File: config.mk
export PLATFORM = sky130hd
export DESIGN_NAME = wb_bus_arbiter_flat
export DESIGN_NICKNAME = d
export VERILOG_FILES = /design/src/rtl/wb_arb_pkg.sv /design/src/rtl/wb_bus_arbiter_if.sv /design/src/rtl/wb_arb_watchdog.sv /design/src/rtl/wb_bus_arbiter.sv /design/src/flat_wrapper.sv
export SDC_FILE = /design/constraint.sdc
export NUM_CORES = 1
export LEC_CHECK = 0
export CORE_AREA = 2 2 112 114
export CTS_CLUSTER_SIZE = 24
export DETAILED_ROUTE_END_ITERATION = 12
export DIE_AREA = 0 0 114 116
export PLACE_DENSITY = 0.67
export SKIP_CTS_REPAIR_TIMING = 1
export SLEW_MARGIN = 25
export SYNTH_ARGS = -nofsm -noshare
export SYNTH_HDL_FRONTEND = slang
export SYNTH_SLANG_ARGS = --single-unit
File: constraint.sdc
create_clock -name clk_i -period 2.6 [get_ports clk_i]
set_input_delay 0.52 -clock clk_i [delete_from_list [all_inputs] [get_ports clk_i]]
set_output_delay 0.52 -clock clk_i [all_outputs]
set_load 0.02 [all_outputs]
File: src/rtl/wb_arb_pkg.sv
// wb_arb_pkg: shared types and constants for the two-master Wishbone arbiter.
//   arb_state_e    - arbiter FSM state (IDLE, GNT0, GNT1, DRAIN)
//   M_CPU / M_EXT  - master indices (M0 = CPU data master, M1 = external engine)
//   wd_cnt_width() - width of the watchdog counter for a given cycle limit
package wb_arb_pkg;

    typedef enum logic [1:0] {
        IDLE  = 2'd0,
        GNT0  = 2'd1,
        GNT1  = 2'd2,
        DRAIN = 2'd3
    } arb_state_e;

    localparam logic M_CPU = 1'b0;
    localparam logic M_EXT = 1'b1;

    function automatic int wd_cnt_width(input int limit);
        return $clog2(limit + 1);
    endfunction

endpackage

File: src/rtl/wb_bus_arbiter_if.sv
// wb_bus_arbiter_if: Wishbone classic signal bundle around the arbiter.
//   m0_* / m1_*  master request (cyc/stb/we/adr/dat/sel in, ack/err out)
//   m_dat_o      read data broadcast to both masters
//   s_*          shared slave bus (request out, dat/ack/err in)
// Modports:
//   slave  - the arbiter's view (slave to the masters, owner of the slave bus)
//   master - the environment's view (masters plus the slave device)
interface wb_bus_arbiter_if #(
    parameter int ADDR_WIDTH = 32,
    parameter int DATA_WIDTH = 32
);
    localparam int SEL_WIDTH = DATA_WIDTH / 8;

    logic                  m0_cyc_i, m0_stb_i, m0_we_i;
    logic [ADDR_WIDTH-1:0] m0_adr_i;
    logic [DATA_WIDTH-1:0] m0_dat_i;
    logic [SEL_WIDTH-1:0]  m0_sel_i;
    logic                  m0_ack_o, m0_err_o;

    logic                  m1_cyc_i, m1_stb_i, m1_we_i;
    logic [ADDR_WIDTH-1:0] m1_adr_i;
    logic [DATA_WIDTH-1:0] m1_dat_i;
    logic [SEL_WIDTH-1:0]  m1_sel_i;
    logic                  m1_ack_o, m1_err_o;

    logic [DATA_WIDTH-1:0] m_dat_o;

    logic                  s_cyc_o, s_stb_o, s_we_o;
    logic [ADDR_WIDTH-1:0] s_adr_o;
    logic [DATA_WIDTH-1:0] s_dat_o;
    logic [SEL_WIDTH-1:0]  s_sel_o;
    logic [DATA_WIDTH-1:0] s_dat_i;
    logic                  s_ack_i, s_err_i;

    modport slave (
        input  m0_cyc_i, m0_stb_i, m0_we_i, m0_adr_i, m0_dat_i, m0_sel_i,
        output m0_ack_o, m0_err_o,
        input  m1_cyc_i, m1_stb_i, m1_we_i, m1_adr_i, m1_dat_i, m1_sel_i,
        output m1_ack_o, m1_err_o,
        output m_dat_o,
        output s_cyc_o, s_stb_o, s_we_o, s_adr_o, s_dat_o, s_sel_o,
        input  s_dat_i, s_ack_i, s_err_i
    );

    modport master (
        output m0_cyc_i, m0_stb_i, m0_we_i, m0_adr_i, m0_dat_i, m0_sel_i,
        input  m0_ack_o, m0_err_o,
        output m1_cyc_i, m1_stb_i, m1_we_i, m1_adr_i, m1_dat_i, m1_sel_i,
        input  m1_ack_o, m1_err_o,
        input  m_dat_o,
        input  s_cyc_o, s_stb_o, s_we_o, s_adr_o, s_dat_o, s_sel_o,
        output s_dat_i, s_ack_i, s_err_i
    );

endinterface

File: src/rtl/wb_arb_watchdog.sv
// wb_arb_watchdog: stall counter for the arbiter's slave-access timeout.
//   clk_i, rst_i - clock, synchronous active-high reset
//   clr_i        - clear the count (new grant or slave termination)
//   inc_i        - count one stalled strobe cycle
//   expire_o     - count has reached TIMEOUT_CYCLES
// Only instantiated when WB_ARB_TIMEOUT_EN is defined.
module wb_arb_watchdog #(
    parameter int TIMEOUT_CYCLES = 255
) (
    input  logic clk_i,
    input  logic rst_i,
    input  logic clr_i,
    input  logic inc_i,
    output logic expire_o
);
    import wb_arb_pkg::*;

    localparam int                CNT_W = wd_cnt_width(TIMEOUT_CYCLES);
    localparam logic [CNT_W-1:0] LIMIT = CNT_W'(TIMEOUT_CYCLES);

    logic [CNT_W-1:0] cnt_q, cnt_d;

    always_comb begin
        cnt_d = cnt_q;
        if (clr_i) begin
            cnt_d = '0;
        end else if (inc_i && (cnt_q != LIMIT)) begin
            // saturate so a stuck count can never wrap back below the limit
            cnt_d = cnt_q + 1'b1;
        end
    end

    always_ff @(posedge clk_i) begin
        if (rst_i) cnt_q <= '0;
        else       cnt_q <= cnt_d;
    end

    assign expire_o = (cnt_q == LIMIT);

endmodule

File: src/rtl/wb_bus_arbiter.sv
// wb_bus_arbiter: two-master Wishbone classic arbiter, round-robin at cycle
// boundaries, with an ext_only_i lock that restricts grants to M1.
//   clk_i, rst_i  - clock, synchronous active-high reset
//   ext_only_i    - when high, only M1 may win a new grant
//   grant_o       - registered one-hot grant ({M1, M0})
//   bus           - wb_bus_arbiter_if.slave: both masters and the slave bus
// Optional feature macro: WB_ARB_TIMEOUT_EN (slave watchdog + DRAIN state).
module wb_bus_arbiter #(
    parameter int ADDR_WIDTH     = 32,
    parameter int DATA_WIDTH     = 32,
    parameter int TIMEOUT_CYCLES = 255
) (
    input  logic             clk_i,
    input  logic             rst_i,
    input  logic             ext_only_i,
    output logic [1:0]       grant_o,
    wb_bus_arbiter_if.slave  bus
);
    import wb_arb_pkg::*;

    localparam int SEL_WIDTH = DATA_WIDTH / 8;

    arb_state_e state_q, state_d;
    logic       last_q, last_d;
    logic [1:0] grant_q, grant_d;

    logic req0, req1, in_gnt, sel_m1, drive, expire;

    assign req0   = bus.m0_cyc_i & bus.m0_stb_i;
    assign req1   = bus.m1_cyc_i & bus.m1_stb_i;
    assign in_gnt = (state_q == GNT0) || (state_q == GNT1);
    assign sel_m1 = (state_q == GNT1);
    // On the expiry cycle the slave is not strobed; only the err pulse goes out.
    assign drive  = in_gnt & ~expire;

    logic                  cyc_mux, stb_mux, we_mux;
    logic [ADDR_WIDTH-1:0] adr_mux;
    logic [DATA_WIDTH-1:0] dat_mux;
    logic [SEL_WIDTH-1:0]  sel_mux;

`ifdef WB_ARB_TIMEOUT_EN
    logic wd_clr, wd_inc, wd_expire;

    // Outside a grant the count is held at zero, so every grant starts fresh.
    assign wd_clr = ~in_gnt | bus.s_ack_i | bus.s_err_i;
    assign wd_inc = stb_mux & ~bus.s_ack_i & ~bus.s_err_i;

    wb_arb_watchdog #(
        .TIMEOUT_CYCLES(TIMEOUT_CYCLES)
    ) u_watchdog (
        .clk_i   (clk_i),
        .rst_i   (rst_i),
        .clr_i   (wd_clr),
        .inc_i   (wd_inc),
        .expire_o(wd_expire)
    );

    assign expire = in_gnt & wd_expire;
`else
    logic unused_cfg;
    assign unused_cfg = (TIMEOUT_CYCLES != 0);
    assign expire     = 1'b0;
`endif

    // Next-state and round-robin bookkeeping.
    always_comb begin
        state_d = state_q;
        last_d  = last_q;
        case (state_q)
            IDLE: begin
                if (ext_only_i) begin
                    if (req1) state_d = GNT1;
                end else if (req0 && req1) begin
                    state_d = (last_q == M_CPU) ? GNT1 : GNT0;
                end else if (req0) begin
                    state_d = GNT0;
                end else if (req1) begin
                    state_d = GNT1;
                end
            end
            GNT0: begin
                if (expire) begin
                    state_d = DRAIN;
                end else if (!bus.m0_cyc_i) begin
                    state_d = IDLE;
                    last_d  = M_CPU;
                end
            end
            GNT1: begin
                if (expire) begin
                    state_d = DRAIN;
                end else if (!bus.m1_cyc_i) begin
                    state_d = IDLE;
                    last_d  = M_EXT;
                end
            end
            DRAIN: begin
                // grant_q still names the master whose access timed out
                if (!(grant_q[M_EXT] ? bus.m1_cyc_i : bus.m0_cyc_i)) begin
                    state_d = IDLE;
                    last_d  = grant_q[M_EXT];
                end
            end
            default: state_d = IDLE;
        endcase

        case (state_d)
            GNT0:    grant_d = 2'b01;
            GNT1:    grant_d = 2'b10;
            DRAIN:   grant_d = grant_q;
            default: grant_d = 2'b00;
        endcase
    end

    always_ff @(posedge clk_i) begin
        if (rst_i) begin
            state_q <= IDLE;
            last_q  <= M_EXT;   // so M0 wins the first tie after reset
            grant_q <= 2'b00;
        end else begin
            state_q <= state_d;
            last_q  <= last_d;
            grant_q <= grant_d;
        end
    end

    // Slave-side request mux; everything reads zero when nobody owns the bus.
    always_comb begin
        cyc_mux = 1'b0;
        stb_mux = 1'b0;
        we_mux  = 1'b0;
        adr_mux = '0;
        dat_mux = '0;
        sel_mux = '0;
        if (drive) begin
            if (sel_m1) begin
                cyc_mux = bus.m1_cyc_i;
                stb_mux = bus.m1_stb_i;
                we_mux  = bus.m1_we_i;
                adr_mux = bus.m1_adr_i;
                dat_mux = bus.m1_dat_i;
                sel_mux = bus.m1_sel_i;
            end else begin
                cyc_mux = bus.m0_cyc_i;
                stb_mux = bus.m0_stb_i;
                we_mux  = bus.m0_we_i;
                adr_mux = bus.m0_adr_i;
                dat_mux = bus.m0_dat_i;
                sel_mux = bus.m0_sel_i;
            end
        end
    end

    assign bus.s_cyc_o = cyc_mux;
    assign bus.s_stb_o = stb_mux;
    assign bus.s_we_o  = we_mux;
    assign bus.s_adr_o = adr_mux;
    assign bus.s_dat_o = dat_mux;
    assign bus.s_sel_o = sel_mux;

    // Terminations pass straight through to the owner; idle/DRAIN acks are dropped.
    assign bus.m0_ack_o = (state_q == GNT0) & ~expire & bus.s_ack_i;
    assign bus.m1_ack_o = (state_q == GNT1) & ~expire & bus.s_ack_i;
    assign bus.m0_err_o = (state_q == GNT0) & (expire | bus.s_err_i);
    assign bus.m1_err_o = (state_q == GNT1) & (expire | bus.s_err_i);
    assign bus.m_dat_o  = bus.s_dat_i;

    assign grant_o = grant_q;

endmodule
File: src/flat_wrapper.sv
// flat-port wrapper written by rule: the top's interface ports become plain ports
module wb_bus_arbiter_flat import wb_arb_pkg::*;
#(
    parameter int ADDR_WIDTH     = 32,
    parameter int DATA_WIDTH     = 32,
    parameter int TIMEOUT_CYCLES = 255
)
  (clk_i, rst_i, ext_only_i, grant_o, bus_m0_cyc_i, bus_m0_stb_i, bus_m0_we_i, bus_m0_adr_i, bus_m0_dat_i, bus_m0_sel_i, bus_m0_ack_o, bus_m0_err_o, bus_m1_cyc_i, bus_m1_stb_i, bus_m1_we_i, bus_m1_adr_i, bus_m1_dat_i, bus_m1_sel_i, bus_m1_ack_o, bus_m1_err_o, bus_m_dat_o, bus_s_cyc_o, bus_s_stb_o, bus_s_we_o, bus_s_adr_o, bus_s_dat_o, bus_s_sel_o, bus_s_dat_i, bus_s_ack_i, bus_s_err_i);
  wb_bus_arbiter_if #(.ADDR_WIDTH(ADDR_WIDTH), .DATA_WIDTH(DATA_WIDTH)) bus_i ();
  input  logic clk_i;
  input  logic rst_i;
  input  logic ext_only_i;
  output logic [1:0] grant_o;
  input wire logic [$bits(bus_i.m0_cyc_i)-1:0] bus_m0_cyc_i;
  input wire logic [$bits(bus_i.m0_stb_i)-1:0] bus_m0_stb_i;
  input wire logic [$bits(bus_i.m0_we_i)-1:0] bus_m0_we_i;
  input wire logic [$bits(bus_i.m0_adr_i)-1:0] bus_m0_adr_i;
  input wire logic [$bits(bus_i.m0_dat_i)-1:0] bus_m0_dat_i;
  input wire logic [$bits(bus_i.m0_sel_i)-1:0] bus_m0_sel_i;
  output wire logic [$bits(bus_i.m0_ack_o)-1:0] bus_m0_ack_o;
  output wire logic [$bits(bus_i.m0_err_o)-1:0] bus_m0_err_o;
  input wire logic [$bits(bus_i.m1_cyc_i)-1:0] bus_m1_cyc_i;
  input wire logic [$bits(bus_i.m1_stb_i)-1:0] bus_m1_stb_i;
  input wire logic [$bits(bus_i.m1_we_i)-1:0] bus_m1_we_i;
  input wire logic [$bits(bus_i.m1_adr_i)-1:0] bus_m1_adr_i;
  input wire logic [$bits(bus_i.m1_dat_i)-1:0] bus_m1_dat_i;
  input wire logic [$bits(bus_i.m1_sel_i)-1:0] bus_m1_sel_i;
  output wire logic [$bits(bus_i.m1_ack_o)-1:0] bus_m1_ack_o;
  output wire logic [$bits(bus_i.m1_err_o)-1:0] bus_m1_err_o;
  output wire logic [$bits(bus_i.m_dat_o)-1:0] bus_m_dat_o;
  output wire logic [$bits(bus_i.s_cyc_o)-1:0] bus_s_cyc_o;
  output wire logic [$bits(bus_i.s_stb_o)-1:0] bus_s_stb_o;
  output wire logic [$bits(bus_i.s_we_o)-1:0] bus_s_we_o;
  output wire logic [$bits(bus_i.s_adr_o)-1:0] bus_s_adr_o;
  output wire logic [$bits(bus_i.s_dat_o)-1:0] bus_s_dat_o;
  output wire logic [$bits(bus_i.s_sel_o)-1:0] bus_s_sel_o;
  input wire logic [$bits(bus_i.s_dat_i)-1:0] bus_s_dat_i;
  input wire logic [$bits(bus_i.s_ack_i)-1:0] bus_s_ack_i;
  input wire logic [$bits(bus_i.s_err_i)-1:0] bus_s_err_i;
  assign bus_i.m0_cyc_i = bus_m0_cyc_i;
  assign bus_i.m0_stb_i = bus_m0_stb_i;
  assign bus_i.m0_we_i = bus_m0_we_i;
  assign bus_i.m0_adr_i = bus_m0_adr_i;
  assign bus_i.m0_dat_i = bus_m0_dat_i;
  assign bus_i.m0_sel_i = bus_m0_sel_i;
  assign bus_m0_ack_o = bus_i.m0_ack_o;
  assign bus_m0_err_o = bus_i.m0_err_o;
  assign bus_i.m1_cyc_i = bus_m1_cyc_i;
  assign bus_i.m1_stb_i = bus_m1_stb_i;
  assign bus_i.m1_we_i = bus_m1_we_i;
  assign bus_i.m1_adr_i = bus_m1_adr_i;
  assign bus_i.m1_dat_i = bus_m1_dat_i;
  assign bus_i.m1_sel_i = bus_m1_sel_i;
  assign bus_m1_ack_o = bus_i.m1_ack_o;
  assign bus_m1_err_o = bus_i.m1_err_o;
  assign bus_m_dat_o = bus_i.m_dat_o;
  assign bus_s_cyc_o = bus_i.s_cyc_o;
  assign bus_s_stb_o = bus_i.s_stb_o;
  assign bus_s_we_o = bus_i.s_we_o;
  assign bus_s_adr_o = bus_i.s_adr_o;
  assign bus_s_dat_o = bus_i.s_dat_o;
  assign bus_s_sel_o = bus_i.s_sel_o;
  assign bus_i.s_dat_i = bus_s_dat_i;
  assign bus_i.s_ack_i = bus_s_ack_i;
  assign bus_i.s_err_i = bus_s_err_i;
  wb_bus_arbiter #(.ADDR_WIDTH(ADDR_WIDTH), .DATA_WIDTH(DATA_WIDTH), .TIMEOUT_CYCLES(TIMEOUT_CYCLES)) u_core (.clk_i(clk_i), .rst_i(rst_i), .ext_only_i(ext_only_i), .grant_o(grant_o), .bus(bus_i));
endmodule
==> flow_summary.json <==
{
  "path_cells": "inv_1 -> ha_4 -> buf_12 -> and2_1 -> clkdlybuf4s50_1",
  "grt_pass1_vias": 2226,
  "synth_ff_type": "dfxtp_1",
  "grt_start_max_net_pins": 72,
  "final_cell_mix": "clkdlybuf4s50_1 (152), nor2b_1 (72), mux2i_1 (71), dlymetal6s2s_1 (71)",
  "io_pins": 288,
  "p_seq_share_pct": 7.1,
  "antenna_found_initial": 0,
  "postLayoutSetupSlackWorst_ns": 0.199,
  "cp.required_ns": 2.08,
  "final_area_um2": 4330,
  "start_util_pct": 15.5,
  "portBuffers": 223,
  "synth_cell_type_count": 28,
  "cts_inserted_buffers": 3,
  "grt_setup_unrepaired": "false",
  "syn_avg_cell_area_um2": 7.88,
  "viasPerCell": 4.06,
  "clock_skew_ns": 0.00403,
  "fillers": 1199,
  "wl_per_cell_um": 14.4,
  "max_slew_margin_pct": 80.8,
  "ys_top_cells_by_area": "mux2i_1 (39%), nor2b_1 (24%), buf_4 (13%)",
  "detail_route.iter0.violations": 30,
  "syn-cell-area_um2": 1840,
  "pre_cts_ws_ns": 0.130,
  "async_flop_share_pct": 0,
  "synth-edff-count": 0,
  "via_count": 2308,
  "fin_cells": 568,
  "place.gp.congestion": 0.859,
  "die_x_um": 114,
  "power.switching_mw": 0.442,
  "htree_num_levels": 1,
  "yosys_warnings": 0,
  "clockBufferDepth": 2,
  "die_area_um2": 13200,
  "pwr_density_cell_nw_per_um2": 289,
  "crit_fanout": 32,
  "power_frac_comb_pct": 72.6,
  "crit_family": "buffers and inverters",
  "cp-start-kind": "register",
  "crit_arrival_ns": 1.88,
  "die_h_um": 116,
  "cts_tree": "built",
  "cp_slowest_cell": "clkdlybuf4s50_1",
  "p_sw_share_pct": 35.2,
  "worst_slew_pin_slew_ns": 0.279,
  "path_clk_slew_ns": 0.03,
  "drc": 0,
  "clock-sinks": 5,
  "overflow": 0,
  "placed_cells": 563,
  "mostFrequentLayoutCell": "clkdlybuf4s50_1",
  "multi_input_area_um2": 1440,
  "core_area_um2": 11900,
  "antennaDiodeCount": 0,
  "final.min_clock_period_ns": 2.40,
  "maxSlewViolCount": 0,
  "grtUsageTotal_pct": 10.1,
  "drt-pass1-iter-count": 4,
  "grt_pass1_wl_mm": 11.0,
  "cp_num_buf_inv": 3,
  "ir_drop_mv": 0.433,
  "end_kind": "primary output",
  "status": "finished, final reports clean",
  "min_path_type": "register to register",
  "critPathMaxStageDelay_ns": 0.61,
  "ff_latch_area_um2": 100,
  "row_count": 40,
  "postRouteAntennaNets": 0,
  "setup_violations": 0,
  "yosysSeqAreaShare_pct": 5.43,
  "syn_to_final_growth_pct": 135,
  "period_share_pct": 92.4,
  "intPower_mw": 0.812,
  "dp_hpwl_mm": 6.34,
  "clkLatencyLatePin_ns": 0.23,
  "netlist_instances": 234,
  "cap_violations": 0,
  "p_clk_share_pct": 20.3,
  "ys_ff_latch": 5,
  "synth_top_area_share_pct": 38.5,
  "layout-drive-gt1-share_pct": 3.33,
  "p_leak_nw": 2.65,
  "total_power_mw": 1.25,
  "worstSetupPathType": "register to primary output",
  "placed_area_um2": 4050,
  "synth_nets": 418,
  "fin_nets": 606,
  "synth_top_area_cell": "mux2i_1",
  "root_buffer": "clkbuf_16",
  "drt-total-wl_mm": 8.15,
  "timing.fmax_mhz": 416,
  "hold_viol_final": 0
}
==> power groups by stage <==
stage | clock, mW | sequential [mW] | combinational [mW]
global placement | 0 | 0.0903 | 0.905
detailed placement | 0 | 0.0904 | 0.916
CTS | 0.257 | 0.0894 | 0.920
global route | 0.264 | 0.0901 | 0.968
finish | 0.254 | 0.0894 | 0.910
floorplan | 0 | 0.0924 | 0.492
==> logic make-up (layout without fill, tap and decap cells) <==
group / Yosys count / after routing / synth area share [%]
and+or+nand+nor: 90 / 90 / 29.9
muxes: 71 / 71 / 38.5
buffers and inverters: 51 / 238 / 17.4
AOI/OAI and AO/OA: 12 / 12 / 5.29
adders and majority gates: 5 / 5 / 3.39
DFF: 5 / 5 / 5.43
==> path summary, 6_finish.rpt <==
check | depth (start not counted) | endpoint | slack (ns) | startpoint
hold / removal | 1 | u_core.grant_o[1] | 0.53 | u_core.grant_o[1]
setup reg to reg | 6 | u_core.grant_o[1] | 0.83 | u_core.state_q[1]
setup / recovery | 5 | bus_m1_ack_o | 0.20 | u_core.state_q[0]
hold reg to reg | 1 | u_core.grant_o[1] | 0.53 | u_core.grant_o[1]
==> flip-flops by register name (all words and copies together), names as in the netlist <==
register and flops:
u_core.last_q 1, u_core.grant_o 2, u_core.state_q 2
==> metal layers <==
metal	GRT usage, %	routed length [µm]	up-vias
met2	19.6	4340	126
met5	0	0	-
met4	2.68	130	0
met1	10.5	2900	1024
li1	-	-	1137
met3	2.88	782	21
==> cells in the mapped netlist, types with 2 or more instances <==
cell type and number:
nor2b_1 72, mux2i_1 71, buf_4 32, buf_2 8, clkbuf_1 7, and2_1 5, dfxtp_1 5, ha_1 5
inv_1 4, nand2_1 3, nor2_1 3, a21oi_1 2, nand3b_1 2
==> layout make-up <==
type / instances / share of cell area (%)
clock buffers: 4 / 1.82
multi-input cells: 178 / 33.2
inverters: 4 / 0.347
flip-flops and latches: 5 / 2.31
well taps: 147 / 4.24
repair buffers: 230 / 58.1
==> metrics by stage <==
| stage | TNS, ns | hold slack (ns) | utilization (%) |
|---|---|---|---|
| 2_1_floorplan | 0 | 0.575 | - |
| 3_3_place_gp | 0 | 0.530 | 34.0 |
| 3_5_place_dp | 0 | 0.532 | 34.0 |
| 4_1_cts | -5.39 | 0.542 | 34.7 |
| 5_1_grt | 0 | 0.560 | 36.4 |
| 6_report | 0 | 0.531 | 36.4 |
Power figures use the tool's default switching activity.
